`src/rtl/serial_cmd_pkg.sv`:
```
// Shared definitions for the trigger-board command protocol: opcodes, FSM states,
// capacities and the opcode -> (argument count, response count) table.
package serial_cmd_pkg;

    localparam int MAX_ARGS = 10;
    localparam int MAX_RESP = 64;

    localparam logic [7:0] CMD_VERSION        = 8'd0;
    localparam logic [7:0] CMD_SET_MODE       = 8'd1;
    localparam logic [7:0] CMD_SET_CHANNEL    = 8'd2;
    localparam logic [7:0] CMD_READ_REG       = 8'd3;
    localparam logic [7:0] CMD_ARM            = 8'd4;
    localparam logic [7:0] CMD_DISARM         = 8'd5;
    localparam logic [7:0] CMD_SET_THRESH     = 8'd6;
    localparam logic [7:0] CMD_SET_WINDOW     = 8'd7;
    localparam logic [7:0] CMD_GET_STATUS     = 8'd8;
    localparam logic [7:0] CMD_RESET_COUNTERS = 8'd9;
    localparam logic [7:0] CMD_READ_COUNTERS  = 8'd10;
    localparam logic [7:0] CMD_SET_PRESCALE   = 8'd11;
    localparam logic [7:0] CMD_SOFT_TRIG      = 8'd12;
    localparam logic [7:0] CMD_CLEAR_FIFO     = 8'd13;
    localparam logic [7:0] CMD_SET_MASK       = 8'd14;
    localparam logic [7:0] CMD_SET_DELAY      = 8'd15;
    localparam logic [7:0] CMD_READ_FIFO      = 8'd16;
    localparam logic [7:0] CMD_GET_TEMP       = 8'd17;
    localparam logic [7:0] CMD_SYNC_START     = 8'd18;

    typedef enum logic [2:0] {
        ST_IDLE    = 3'd0,
        ST_TX_WAIT = 3'd1,
        ST_TX_GAP  = 3'd2,
        ST_RECV    = 3'd3,
        ST_DONE    = 3'd4
    } state_e;

    // Returns {nargs[3:0], nresp[6:0]}; unknown opcodes carry no args and expect no reply.
    function automatic logic [10:0] cmd_lengths(input logic [7:0] opcode);
        logic [10:0] len;
        case (opcode)
            CMD_VERSION:        len = {4'd0, 7'd1};
            CMD_SET_MODE:       len = {4'd1, 7'd0};
            CMD_SET_CHANNEL:    len = {4'd1, 7'd0};
            CMD_READ_REG:       len = {4'd1, 7'd1};
            CMD_ARM:            len = {4'd0, 7'd0};
            CMD_DISARM:         len = {4'd0, 7'd0};
            CMD_SET_THRESH:     len = {4'd4, 7'd0};
            CMD_SET_WINDOW:     len = {4'd4, 7'd0};
            CMD_GET_STATUS:     len = {4'd0, 7'd1};
            CMD_RESET_COUNTERS: len = {4'd0, 7'd0};
            CMD_READ_COUNTERS:  len = {4'd0, 7'd32};
            CMD_SET_PRESCALE:   len = {4'd1, 7'd0};
            CMD_SOFT_TRIG:      len = {4'd0, 7'd0};
            CMD_CLEAR_FIFO:     len = {4'd0, 7'd0};
            CMD_SET_MASK:       len = {4'd8, 7'd0};
            CMD_SET_DELAY:      len = {4'd1, 7'd0};
            CMD_READ_FIFO:      len = {4'd0, 7'd64};
            CMD_GET_TEMP:       len = {4'd0, 7'd1};
            CMD_SYNC_START:     len = {4'd0, 7'd7};
            default:            len = {4'd0, 7'd0};
        endcase
        return len;
    endfunction

endpackage

```
`src/rtl/cmd_timeout_timer.sv`:
```
// Inter-byte silence timer: counts enabled cycles since the last clear and flags
// expiry once the count reaches TIMEOUT_CYCLES-1, holding there until cleared.
module cmd_timeout_timer #(
    parameter logic [23:0] TIMEOUT_CYCLES = 24'd10_000_000
) (
    input  logic clk,
    input  logic rst_n,
    input  logic clear_i,
    input  logic enable_i,
    output logic expired_o
);

    logic [23:0] cnt_q;
    logic [23:0] cnt_d;

    assign expired_o = (cnt_q == (TIMEOUT_CYCLES - 24'd1));

    // Next count: clear wins over counting; saturate at the expiry value.
    always_comb begin
        cnt_d = cnt_q;
        if (clear_i) begin
            cnt_d = 24'd0;
        end else if (enable_i && !expired_o) begin
            cnt_d = cnt_q + 24'd1;
        end else begin
            cnt_d = cnt_q;
        end
    end

    // Counter register.
    always_ff @(posedge clk or negedge rst_n) begin
        if (!rst_n) begin
            cnt_q <= 24'd0;
        end else begin
            cnt_q <= cnt_d;
        end
    end

endmodule

```
`src/rtl/serial_cmd_initiator.sv`:
```
// Host-side command initiator: sends opcode plus argument bytes to the UART tx core,
// then gathers the opcode-determined number of response bytes with an inter-byte timeout.
module serial_cmd_initiator
    import serial_cmd_pkg::*;
#(
    parameter logic [23:0] TIMEOUT_CYCLES = 24'd10_000_000
) (
    input  logic                  clk,
    input  logic                  rst_n,
    input  logic                  cmd_valid,
    output logic                  cmd_ready,
    input  logic [7:0]            cmd_opcode,
    input  logic [8*MAX_ARGS-1:0] cmd_args,
    input  logic                  txBusy,
    output logic                  txStart,
    output logic [7:0]            txData,
    input  logic                  rxReady,
    input  logic [7:0]            rxData,
    output logic                  resp_valid,
    output logic [7:0]            resp_data,
    output logic [5:0]            resp_index,
    output logic                  done,
    output logic                  timed_out,
    output logic [6:0]            resp_count,
    output logic [7:0]            rx_discards
);

    state_e                state_q;
    logic [7:0]            opcode_q;
    logic [8*MAX_ARGS-1:0] args_q;
    logic [3:0]            nargs_q;
    logic [6:0]            nresp_q;
    logic [6:0]            cnt_q;
    logic                  cmd_ready_q;
    logic                  tx_start_q;
    logic [7:0]            tx_data_q;
    logic                  resp_valid_q;
    logic [7:0]            resp_data_q;
    logic [5:0]            resp_index_q;
    logic                  done_q;
    logic                  timed_out_q;
    logic [6:0]            resp_count_q;
    logic [7:0]            rx_discards_q;

    logic [10:0]           lengths_s;
    logic [6:0]            cnt_inc_s;
    logic                  timer_clear_s;
    logic                  timer_enable_s;
    logic                  timer_expired_s;

    assign lengths_s      = cmd_lengths(cmd_opcode);
    assign cnt_inc_s      = cnt_q + 7'd1;
    // The timer restarts on every received byte and whenever we are not listening.
    assign timer_clear_s  = (state_q != ST_RECV) || rxReady;
    assign timer_enable_s = (state_q == ST_RECV);

    cmd_timeout_timer #(
        .TIMEOUT_CYCLES(TIMEOUT_CYCLES)
    ) u_timer (
        .clk      (clk),
        .rst_n    (rst_n),
        .clear_i  (timer_clear_s),
        .enable_i (timer_enable_s),
        .expired_o(timer_expired_s)
    );

    // Command FSM with all outputs registered; strobes default low each cycle.
    always_ff @(posedge clk or negedge rst_n) begin
        if (!rst_n) begin
            state_q       <= ST_IDLE;
            opcode_q      <= 8'd0;
            args_q        <= '0;
            nargs_q       <= 4'd0;
            nresp_q       <= 7'd0;
            cnt_q         <= 7'd0;
            cmd_ready_q   <= 1'b1;
            tx_start_q    <= 1'b0;
            tx_data_q     <= 8'd0;
            resp_valid_q  <= 1'b0;
            resp_data_q   <= 8'd0;
            resp_index_q  <= 6'd0;
            done_q        <= 1'b0;
            timed_out_q   <= 1'b0;
            resp_count_q  <= 7'd0;
            rx_discards_q <= 8'd0;
        end else begin
            tx_start_q   <= 1'b0;
            resp_valid_q <= 1'b0;
            done_q       <= 1'b0;

            if (rxReady && (state_q != ST_RECV) && (rx_discards_q != 8'hFF)) begin
                rx_discards_q <= rx_discards_q + 8'd1;
            end

            case (state_q)
                ST_IDLE: begin
                    if (cmd_valid) begin
                        opcode_q    <= cmd_opcode;
                        args_q      <= cmd_args;
                        nargs_q     <= lengths_s[10:7];
                        nresp_q     <= lengths_s[6:0];
                        cnt_q       <= 7'd0;
                        cmd_ready_q <= 1'b0;
                        state_q     <= ST_TX_WAIT;
                    end
                end
                ST_TX_WAIT: begin
                    if (!txBusy) begin
                        tx_data_q  <= (cnt_q == 7'd0) ? opcode_q : args_q[7:0];
                        tx_start_q <= 1'b1;
                        state_q    <= ST_TX_GAP;
                    end
                end
                ST_TX_GAP: begin
                    // Arguments go out from the low byte, so shift after each one is sent.
                    if (cnt_q != 7'd0) begin
                        args_q <= {8'd0, args_q[8*MAX_ARGS-1:8]};
                    end
                    if (cnt_q == {3'd0, nargs_q}) begin
                        cnt_q <= 7'd0;
                        if (nresp_q != 7'd0) begin
                            state_q <= ST_RECV;
                        end else begin
                            state_q      <= ST_DONE;
                            done_q       <= 1'b1;
                            timed_out_q  <= 1'b0;
                            resp_count_q <= 7'd0;
                        end
                    end else begin
                        cnt_q   <= cnt_inc_s;
                        state_q <= ST_TX_WAIT;
                    end
                end
                ST_RECV: begin
                    if (rxReady) begin
                        resp_data_q  <= rxData;
                        resp_index_q <= cnt_q[5:0];
                        resp_valid_q <= 1'b1;
                        cnt_q        <= cnt_inc_s;
                        if (cnt_inc_s == nresp_q) begin
                            state_q      <= ST_DONE;
                            done_q       <= 1'b1;
                            timed_out_q  <= 1'b0;
                            resp_count_q <= cnt_inc_s;
                        end
                    end else if (timer_expired_s) begin
                        state_q      <= ST_DONE;
                        done_q       <= 1'b1;
                        timed_out_q  <= 1'b1;
                        resp_count_q <= cnt_q;
                    end
                end
                ST_DONE: begin
                    cmd_ready_q <= 1'b1;
                    state_q     <= ST_IDLE;
                end
                default: begin
                    cmd_ready_q <= 1'b1;
                    state_q     <= ST_IDLE;
                end
            endcase
        end
    end

    assign cmd_ready   = cmd_ready_q;
    assign txStart     = tx_start_q;
    assign txData      = tx_data_q;
    assign resp_valid  = resp_valid_q;
    assign resp_data   = resp_data_q;
    assign resp_index  = resp_index_q;
    assign done        = done_q;
    assign timed_out   = timed_out_q;
    assign resp_count  = resp_count_q;
    assign rx_discards = rx_discards_q;

endmodule

```
`config.mk`:
```
export PLATFORM = sky130hd
export DESIGN_NAME = serial_cmd_initiator
export DESIGN_NICKNAME = d
export VERILOG_FILES = /design/src/rtl/serial_cmd_pkg.sv /design/src/rtl/cmd_timeout_timer.sv /design/src/rtl/serial_cmd_initiator.sv
export SDC_FILE = /design/constraint.sdc
export NUM_CORES = 1
export LEC_CHECK = 0
export BUFFER_PORTS_ARGS = -buffer_cell sky130_fd_sc_hd__buf_2
export CELL_PAD_IN_SITES_DETAIL_PLACEMENT = 2
export CELL_PAD_IN_SITES_GLOBAL_PLACEMENT = 2
export CORE_MARGIN = 5
export CORE_UTILIZATION = 38
export CTS_CLUSTER_DIAMETER = 40
export DETAILED_ROUTE_END_ITERATION = 8
export HOLD_SLACK_MARGIN = 0.06
export PLACE_DENSITY_LB_ADDON = 0.1
export SYNTH_ARGS = -nofsm -noshare
export SYNTH_HDL_FRONTEND = slang
export SYNTH_SLANG_ARGS = --single-unit
```
`constraint.sdc`:
```
create_clock -name clk -period 5.4 [get_ports clk]
set_clock_uncertainty 0.2 [all_clocks]
set_input_delay 0.27 -clock clk [delete_from_list [all_inputs] [get_ports clk]]
set_output_delay 0.27 -clock clk [all_outputs]
set_load 0.02 [all_outputs]
```
# == Word level (Yosys, flattened, before mapping) ==
# Memory sizes are Yosys's and may differ from the RTL's.
# Index checks and enable logic that the tools add are counted.
# W data, S select, Z words.
# classes
eq_ne,16
mux,43
n_addsub,3
n_reduce_logical,23
bitwise,2
# ops
cell,count
$mux W80,2
$pmux W80 S2,1
$mux W7,8
$mux W24,2
$add A24 B1 Y24 const B,1
$eq A24 B24 Y1 const B,1
$mux W3,7
$pmux W7 S3,1
$mux W1,15
$pmux W7 S2,1
$reduce_bool A7 Y1,2
$ne A2 B2 Y1 const B,6
$pmux W3 S4,1
$mux W11,1
$add A8 B1 Y8 const B,1
$mux W8,1
$ne A8 B8 Y1 const B,1
$reduce_and A2 Y1,4
$add A7 B1 Y7 const B,1
$eq A7 B4 Y1,1
$eq A7 B7 Y1,1
$logic_not A7 Y1,1
$eq A3 B2 Y1 const B,2
$logic_not A3 Y1,2
14 further kinds,23
# word_totals
rom_bits,256
output_inout_bits,42
reg_bits,175
n_memories,1
word_cells,105
# mem_list
memory,depth,word_bits,rd,rd_clocked_by_memory_dff,wr,line,source
(no name shown),32,8,1,0,0,serial_cmd_pkg.sv:39,case (opcode)

# == Depth between registers and ports, before layout ==
# Gate-level depths: netlist of the first run.
# logic_depth
word_depth,5
depth_mapped,10

# == Modules after synthesis ==
# Synthesis of the first run repeated with hierarchy kept, for this count alone.
# unflattened
cells_unflattened,790
area_unflattened_um2,8286.7
# modules_own_cells
module,cells_per_inst,n_inst,area_per_inst_um2,seq_area_each_um2
serial_cmd_initiator,647,1,6929.1,3679.8
cmd_timeout_timer,143,1,1357.6,600.6

# == Worst setup path after synthesis of the first run ==
# Ideal clock, no wire load.
# synth_path
kind,reg-to-reg
startpoint,register cnt_q[0]
endpoint,"register resp_count_q[0], in the netlist resp_count[0]"
period_less_slack_ps,2530
path_stages_with_launch,10
setup_time_ps,118
t_arrival_ps,2212
path_slack_ps,2870
n_path_buf,1
path_cell_list,dfrtp_1 buf_2 inv_1 ha_1 o31a_1 o21a_1 o32ai_1 nand3_1 o221a_4 a21o_1
# synth_via
elab_chain_cells,4
# synth_lines
item,line,source
from (decl),serial_cmd_initiator.sv:33,logic [6:0] cnt_q;
from (signal assigned),serial_cmd_initiator.sv:130,cnt_q <= cnt_inc_s;
from (signal assigned),serial_cmd_initiator.sv:139,cnt_q <= cnt_inc_s;
$add A7 B1 Y7,serial_cmd_initiator.sv:52,assign cnt_inc_s = cnt_q + 7'd1;
$eq A7 B7 Y1 or $mux W7 (tied branches),serial_cmd_initiator.sv:140,if (cnt_inc_s == nresp_q) begin
$ne A3 B3 Y1 (no line) or $mux W7 (tied branches),-,
$reduce_and A5 Y1 (no line) or $pmux W7 S2 (tied branches),-,
to (signal assigned),serial_cmd_initiator.sv:144,resp_count_q <= cnt_inc_s;
to (signal assigned),serial_cmd_initiator.sv:150,resp_count_q <= cnt_q;
to (decl),serial_cmd_initiator.sv:42,logic [6:0] resp_count_q;
# Parallel ways exist; a longest one is shown, timed or not. The select of a mux whose other input is x is not followed.
# A chain may end at the register's enable or synchronous reset.

# == Worst setup path in the final report of the first run ==
# layout_path
startpoint,register cnt_q[4]
endpoint,register args_q[36]
# layout_via
elab_chain_cells,3
# layout_lines
item,line,source
$reduce_bool A7 Y1,serial_cmd_initiator.sv:116,if (cnt_q != 7'd0) begin
$ne A2 B2 Y1 (no line),-,
$reduce_and A3 Y1 (no line),-,
to (signal assigned),serial_cmd_initiator.sv:99,args_q <= cmd_args;
to (signal assigned),serial_cmd_initiator.sv:117,"args_q <= {8'd0, args_q[8*MAX_ARGS-1:8]};"
to (decl),serial_cmd_initiator.sv:30,logic [8*MAX_ARGS-1:0] args_q;
# Every way passes these cells.

==> results of run 1 <==
-- cell usage in the layout (no fill, tap or decap), types with 2 or more instances in the layout --
master	Yosys	final
buf_4	4	5
inv_6	0	8
and2_1	3	3
inv_1	8	8
a22o_1	3	3
nor4b_1	3	3
xor2_1	23	23
nand2_1	173	173
nor3_1	6	6
and3_1	11	11
nor2_1	46	45
a21oi_1	17	17
clkbuf_16	0	17
nand2b_1	5	5
a31oi_1	2	2
o31ai_1	4	4
mux2i_1	81	81
nand3_1	27	27
bufinv_16	0	4
nor2b_1	9	9
ha_1	8	8
a21o_1	4	4
inv_8	0	2
buf_2	16	141
xnor2_1	18	18
o21ai_0	90	90
o2bb2ai_1	3	3
dfrtp_1	170	170
nor3b_1	3	3
nand4_1	13	13
dlygate4sd3_1	0	98
-- power breakdown --
group | internal (uW) | total, uW | switching (uW)
registers | 1730 | 2070 | 339
logic | 633 | 1730 | 1100
clock network | 796 | 1380 | 588
-- timing repair --
action / CTS / global route
setup buffers: 0 / 0
hold buffers: 98 / 0
hold endpoints to repair: 166 / 0
-- registers in the layout, summed over array words and instances, names as in the netlist, 4 cells and up --
signal         cells
resp_index         6
args_q            80
resp_count         7
txData             8
opcode_q           8
rx_discards        8
u_timer.cnt_q     24
resp_data          8
cnt_q              7
nresp_q            4
-- metal layers --
metal  up-vias  share of wire  routed length (um)
met3        32          0.032                 895
li1       3194              -                   -
met2       140           0.54               14900
met1      3603           0.41               11400
met4         2          0.015                 404
met5         -        0.00047                  13
-- area by class of cell --
cell class | instances | share of cell area
diodes | 1 | 0.000236
well taps | 275 | 0.0325
repair buffers | 246 | 0.166
inverters | 8 | 0.00284
clock buffers | 17 | 0.0402
multi-input cells | 582 | 0.333
flip-flops and latches | 171 | 0.404
clock inverters | 15 | 0.0209
-- logic make-up (layout without fill, tap and decap cells) --
| group | count (synthesis) | count (layout) |
|---|---|---|
| compound gates | 137 | 137 |
| xor+xnor | 41 | 41 |
| fa+ha+maj | 8 | 8 |
| buf+inv | 52 | 286 |
| flops | 171 | 171 |
| mux | 82 | 82 |
| other cells | 0 | 1 |
| simple gates | 314 | 314 |
-- synth_stat cells, types with 5 or more instances --
cell type  count  area share
nand2_1      173       0.081
dfrtp_1      170        0.53
o21ai_0       90       0.056
mux2i_1       81        0.10
nor2_1        46       0.021
nand3_1       27       0.017
xor2_1        23       0.025
xnor2_1       18       0.020
a21oi_1       17       0.011
buf_2         16      0.0099
clkbuf_1      15      0.0070
nand4_1       13       0.010
and3_1        11      0.0085
nor2b_1        9      0.0070
ha_1           8       0.012
inv_1          8      0.0037
nor3_1         6      0.0037
buf_1          5      0.0023
nand2b_1       5      0.0039
-- worst min path at each step --
stage	from	end	slack (ns)	cells past startpoint
2_1_floorplan	rst_n	args_q[0]$_DFFE_PN0P_	-0.23	0
3_3_place_gp	rst_n	resp_data[4]$_DFFE_PN0P_	0.11	1
3_5_place_dp	rst_n	resp_data[4]$_DFFE_PN0P_	0.13	1
4_1_cts	rxReady	resp_count[4]$_DFFE_PN0P_	0.1	3
5_1_grt	rxReady	resp_count[3]$_DFFE_PN0P_	0.12	3
6_report	rxReady	resp_count[4]$_DFFE_PN0P_	0.11	3
-- worst max-delay path, stage by stage, from the launching register on --
cell     delay (ns)
dfrtp_1        0.51
nor3_1         0.36
nand3_1        0.60
a21oi_4        1.08
buf_12         0.36
o21ai_0        0.25
-- through the flow --
step                cell area (um^2)  hold slack [ns]
floorplan                       8060           -0.226
global placement                8960            0.105
detailed placement              8960            0.128
finish                         10600            0.111
global route                   10600            0.117
CTS                            10600           0.0992
==> metrics.md, run 1 <==
| Metric | Value |
|---|---|
| Mux contribution to synthesized area | 0.102 |
| Crit. End Element | flip-flop |
| Gr busiest metal | met2 |
| Final Non-Filler Cells | 1315 |
| Main flop type after synthesis | dfrtp_1 |
| Largest net degree at the start of global routing | 75 |
| Number of port buffers | 142 |
| GRT met1 Usage | 0.278 |
| Slew headroom | 0.228 |
| Inst Count DP | 1184 |
| Syn. warnings | 0 |
| Status | finished clean |
| Leak | 0.00490 uW |
| Number of I/O pins | 143 |
| Register area share after synthesis | 0.531 |
| CORE AREA | 21000 um^2 |
| Largest family of logic cells by synthesized area | simple AND/OR/NAND/NOR gates |
| WL/cell | 21.0 um |
| Number of synthesized flops with an enable pin | 0 |
| PnR worst setup slack | 1.82 ns |
| Setup slack, reg-to-reg | 1.82 ns |
| CTS clock-pin slew for the worst setup and hold paths | 0.07 ns |
| Minimum clock period | 3.58 ns |
| Reg2Reg Capture Point | args_q[36]$_DFFE_PN0P_ |
| Data required, critical path | 5.45 ns |
| Max-cap violations | 0 |
| Mean Syn Cell Area | 10.0 um^2 |
| CTS resizes | 0 |
| Layout cells sized above 1 | 0.191 |
| HP Class | input port to flip-flop |
| Worst-Margin Slew | 1.16 ns |
| Fillcell total | 2159 |
| Die area | 24200 um^2 |
| Final hold viol count | 0 |
| GR Layer Usage met3 | 0.0413 |
| RePlAce Congestion | 0.807 |
| Synth Cell Area | 8060 um^2 |
| FF+latch area | 4280 um^2 |
| H-tree Lvls | 4 |
| CP endpoint | args_q[36]$_DFFE_PN0P_ |
| Maximum VDD drop | 0.308 mV |
| Vias per cell | 5.30 |
| Crit path launch | cnt_q[4]$_DFFE_PN0P_ |
| Setup_tns | 0 ns |
| Worst-Skew Late Latency | 0.43 ns |
| Detailed Routing Iterations Pass 1 | 4 |
| Worst-path fanout max | 74 |
| Drt drc | 0 |
| Post-Synth XOR/XNOR Area | 0.0446 |
| Fin. max-slew vios | 0 |
| Synth Area in Compound Gates | 0.0990 |
| Initial antenna violation count | 2 |
| Final period util | 0.663 |
| Final #Nets | 1135 |
| CTS Sinks | 171 |
| Worst slack at placement | 2.02 ns |
| Num CTS Buffers | 17 |
| 1st-iter DRT viols | 214 |
| Setup crit start kind | flip-flop |
| Kind of critical path | flip-flop to flip-flop |
| CTS tree | yes |
| Max clock buf depth | 2 |
| Total power | 5190 uW |
| Vias | 6971 |
| Worst EP arrival | 3.64 ns |
| GR Overflow Total | 0 |
| Syn nets | 914 |
| Post-synthesis adder-cell area fraction | 0.0124 |
| Row count | 53 |
| PwrDens | 490 nW/um^2 |
| Max Clock Freq | 279 MHz |
| Final Core Density | 0.505 |
| RSZ-0062 raised after global routing | false |
| Die width | 156 um |
| Vias in the first global route | 8157 |
| First-pass GRT wire length | 44.9 mm |
| Area of the multi-input gates | 3530 um^2 |
| Synth Register Bits | 171 |
| Synth-to-Final Area Change | 31.4% |
| Finish-stage setup viols | 0 |
| Initial Utilization | 0.385 |
| Register-to-Register Path Depth | 5 |
| Final wirelength | 27.7 mm |
| Routed Antenna Nets | 0 |
| GR Util met2 | 0.441 |
| FFs w/ async S/R, synth | 1.00 |
| Post-Synth Simple-Gate Area | 0.178 |
| Gr usage total | 0.234 |
| RR Startpoint | cnt_q[4]$_DFFE_PN0P_ |
| Cells after synthesis | 805 |
| Count of cell types in the netlist | 61 |
| Root Buffer | clkbuf_16 |
| Die height | 156 um |
| Dpl hpwl | 16.4 mm |
(Power assumes the default switching activity.)
==> inputs of run 2 (changes only) <==
--- a/config.mk
+++ b/config.mk
@@ -5,11 +5,12 @@
 export SDC_FILE = /design/constraint.sdc
 export NUM_CORES = 1
 export LEC_CHECK = 0
+export ABC_AREA = 1
 export BUFFER_PORTS_ARGS = -buffer_cell sky130_fd_sc_hd__buf_2
 export CELL_PAD_IN_SITES_DETAIL_PLACEMENT = 2
 export CELL_PAD_IN_SITES_GLOBAL_PLACEMENT = 2
 export CORE_MARGIN = 5
-export CORE_UTILIZATION = 38
+export CORE_UTILIZATION = 30
 export CTS_CLUSTER_DIAMETER = 40
 export DETAILED_ROUTE_END_ITERATION = 8
 export HOLD_SLACK_MARGIN = 0.06
==> constraint.sdc (replaced) <==
create_clock -name clk -period 3 [get_ports clk]
set_clock_uncertainty 0.2 [all_clocks]
set_input_delay 0.15 -clock clk [delete_from_list [all_inputs] [get_ports clk]]
set_output_delay 0.15 -clock clk [all_outputs]
set_load 0.02 [all_outputs]
==> metrics.md, run 2 <==
| Metric | Value |
|---|---|
| Top reg by flops | args_q |
| Fin. max-slew vios | 0 (unchanged) |
| Register area share after synthesis | 0.510 (-0.0209) |
| FF+latch area | 4280 um^2 (unchanged) |
| Routed Antenna Nets | 0 (unchanged) |
| CORE AREA | 27700 um^2 (+32%) |
| Post-CTS Setup Inserts | 0 (unchanged) |
| Worst-path fanout max | 63 (-15%) |
| Maximum VDD drop | 0.303 mV (-1.4%) |
| Max FFs per register | 80 (unchanged) |
| Layout cells sized above 1 | 0.174 (-0.0161) |
| Main flop type after synthesis | dfrtp_1 |
| Max-cap violations | 0 (unchanged) |
| Max Clock Freq | 391 MHz (+40%) |
| Final period util | 0.852 (+0.189) |
| Worst-Margin Slew | 0.838 ns (-0.318 ns) |
| CTS Sinks | 171 (unchanged) |
| Largest net degree at the start of global routing | 64 (-15%) |
| Fillcell total | 3127 (+45%) |
| Setup_tns | 0 ns (unchanged) |
| RSZ-0062 raised after global routing | false |
| Vias in the first global route | 8710 (+6.8%) |
| Setup slack, reg-to-reg | 0.44 ns (-1.37 ns) |
| N_diodes | 0 (-1) |
| Max clock buf depth | 2 (unchanged) |
| PwrDens | 853 nW/um^2 (+74%) |
| Num CTS Buffers | 17 (unchanged) |
| Mean Syn Cell Area | 8.39 um^2 (-16%) |
| Area of the multi-input gates | 3350 um^2 (-5.1%) |
| Syn. warnings | 0 (unchanged) |
| Drt drc | 0 (unchanged) |
| Setup crit start kind | flip-flop |
| GRT met1 Usage | 0.233 (-0.0450) |
| Finish-stage setup viols | 0 (unchanged) |
| Biggest regs | args_q: 80 flops, u_timer.cnt_q: 24 flops |
| WL/cell | 17.4 um (-17%) |
| Detailed Routing Iterations Pass 1 | 4 (unchanged) |
| Status | finished clean |
| First-pass GRT wire length | 46.3 mm (+3.2%) |
| Synth cell count leaders | nand2_1 (209), dfrtp_1 (170), o21ai_0 (133) |
| Row count | 61 (+15%) |
| Final Core Density | 0.403 (-0.103) |
| 1st-iter DRT viols | 268 (+25%) |
| Crit. End Element | flip-flop |
| Final wirelength | 28.2 mm (+1.9%) |
| Data required, critical path | 3.11 ns (-2.34 ns) |
| Worst-Skew Late Latency | 0.44 ns (about the same) |
| Worst EP arrival | 2.66 ns (-0.98 ns) |
| Initial Utilization | 0.303 (-0.0818) |
| # hold bufs at CTS | 102 (+4.1%) |
| Gr usage total | 0.185 (-0.0488) |
| GR Layer Usage met3 | 0.0348 (-0.00651) |
| Slew headroom | 0.441 (+0.213) |
| Die width | 177 um (+14%) |
| CTS clock-pin slew for the worst setup and hold paths | 0.07 ns (about the same) |
| Syn nets | 1109 (+21%) |
| Synth area leader | dfrtp_1 |
| Initial antenna violation count | 1 (-1) |
| Register-to-Register Path Depth | 7 (+2) |
| H-tree Lvls | 4 (unchanged) |
| Leak | 0.00514 uW (+4.8%) |
| Synth-to-Final Area Change | 33.0% |
| RePlAce Congestion | 0.768 (-4.8%) |
| Number of I/O pins | 143 (unchanged) |
| Count leader, synth | nand2_1 |
| GR Util met2 | 0.328 (-0.113) |
| GR Overflow Total | 0 (unchanged) |
| Vias | 7741 (+11%) |
| Gr busiest metal | met2 |
| Number of port buffers | 142 (unchanged) |
| RR Startpoint | state_q[0]$_DFFE_PN0P_ |
| CTS resizes | 0 (unchanged) |
| Most frequent cells in the layout | nand2_1 (209), dfrtp_1 (170), buf_2 (141) |
| Cells after synthesis | 1000 (+24%) |
| Number of synthesized flops with an enable pin | 0 (unchanged) |
| Most common cell after layout, fill and taps aside | nand2_1 |
| Final #Nets | 1341 (+18%) |
| Synth top area cells | dfrtp_1 (51%), nand2_1 (9.3%), o21ai_0 (7.9%) |
| Die height | 177 um (+14%) |
| Dpl hpwl | 19.3 mm (+18%) |
| Die area | 31400 um^2 (+30%) |
| Synth Register Bits | 171 (unchanged) |
| FFs w/ async S/R, synth | 1.00 (unchanged) |
| Post-synth top area share | 0.507 (-0.0208) |
| Final hold viol count | 0 (unchanged) |
| Kind of critical path | flip-flop to flip-flop |
| HP Class | input port to async pin |
| CTS tree | yes |
| Minimum clock period | 2.56 ns (-1.03 ns) |
| Reg2Reg Capture Point | args_q[30]$_DFFE_PN0P_ |
| Synth Cell Area | 8390 um^2 (+4.1%) |
| Root Buffer | clkbuf_16 |
| Count of cell types in the netlist | 44 (-28%) |
| Vias per cell | 4.77 (-10%) |
-- run 2: metal layers --
| metal | share of wire | up-vias |
|---|---|---|
| li1 | - | 3758 |
| met1 | 0.45 | 3848 |
| met2 | 0.51 | 109 |
| met3 | 0.029 | 24 |
| met4 | 0.012 | 2 |
| met5 | 0.00046 | - |
-- run 2: worst max-delay path by stage --
stage / to / slack (ns) / from / cells after the start
2_1_floorplan: state_q[0]$_DFFE_PN0P_ / 1.04 / cnt_q[0]$_DFFE_PN0P_ / 14
3_3_place_gp: args_q[18]$_DFFE_PN0P_ / 0.61 / state_q[0]$_DFFE_PN0P_ / 7
3_5_place_dp: args_q[63]$_DFFE_PN0P_ / 0.54 / state_q[0]$_DFFE_PN0P_ / 7
4_1_cts: args_q[18]$_DFFE_PN0P_ / 0.46 / state_q[0]$_DFFE_PN0P_ / 7
5_1_grt: args_q[30]$_DFFE_PN0P_ / 0.26 / state_q[0]$_DFFE_PN0P_ / 7
6_report: args_q[30]$_DFFE_PN0P_ / 0.44 / state_q[0]$_DFFE_PN0P_ / 7
-- run 2: kinds of logic (layout without fill, tap and decap cells) --
family | Yosys count | in the layout | synth area share
muxes | 1 | 1 | 0.00134
xor gates and xnor gates | 18 | 18 | 0.0188
buffers and inverters | 178 | 422 | 0.0902
and+or+nand+nor | 382 | 382 | 0.198
AOI/OAI and AO/OA | 242 | 242 | 0.170
DFF | 171 | 171 | 0.510
adders and majority gates | 8 | 8 | 0.0119
-- run 2: report_power, final --
group / internal (uW) / switching [uW] / total (uW)
Combinational: 1190 / 2400 / 3590
Sequential: 3120 / 357 / 3480
Clock: 1420 / 1040 / 2450
Total: 5720 / 3790 / 9520
-- run 2: through the flow --
| stage | instance area (um^2) | power, uW | hold slack, ns | instances | setup slack, ns |
|---|---|---|---|---|---|
| floorplan | 8390 | 5890 | -0.346 | 1000 | 1.04 |
| global placement | 9500 | 6900 | 0.000847 | 1489 | 0.615 |
| detailed placement | 9500 | 7020 | -0.00202 | 1489 | 0.539 |
| CTS | 11200 | 9650 | 0.0854 | 1622 | 0.461 |
| global route | 11200 | 10300 | 0.109 | 1622 | 0.258 |
| finish | 11200 | 9520 | 0.0642 | 1622 | 0.444 |
-- run 2: cell type report --
| cell class | instances | share of cell area |
|---|---|---|
| well taps | 378 | 0.0424 |
| clock inverters | 14 | 0.0187 |
| inverters | 135 | 0.0459 |
| multi-input cells | 651 | 0.301 |
| repair buffers | 256 | 0.171 |
| flip-flops and latches | 171 | 0.384 |
| clock buffers | 17 | 0.0381 |
-- run 2: worst max-delay path, cell delays in order (launching register included) --
cell and delay, ns:
dfrtp_1 0.39, nor2_1 0.18, nand2_1 0.41, inv_4 0.50, buf_12 0.33, nand2_1 0.13
o211ai_1 0.14, o21ai_0 0.14
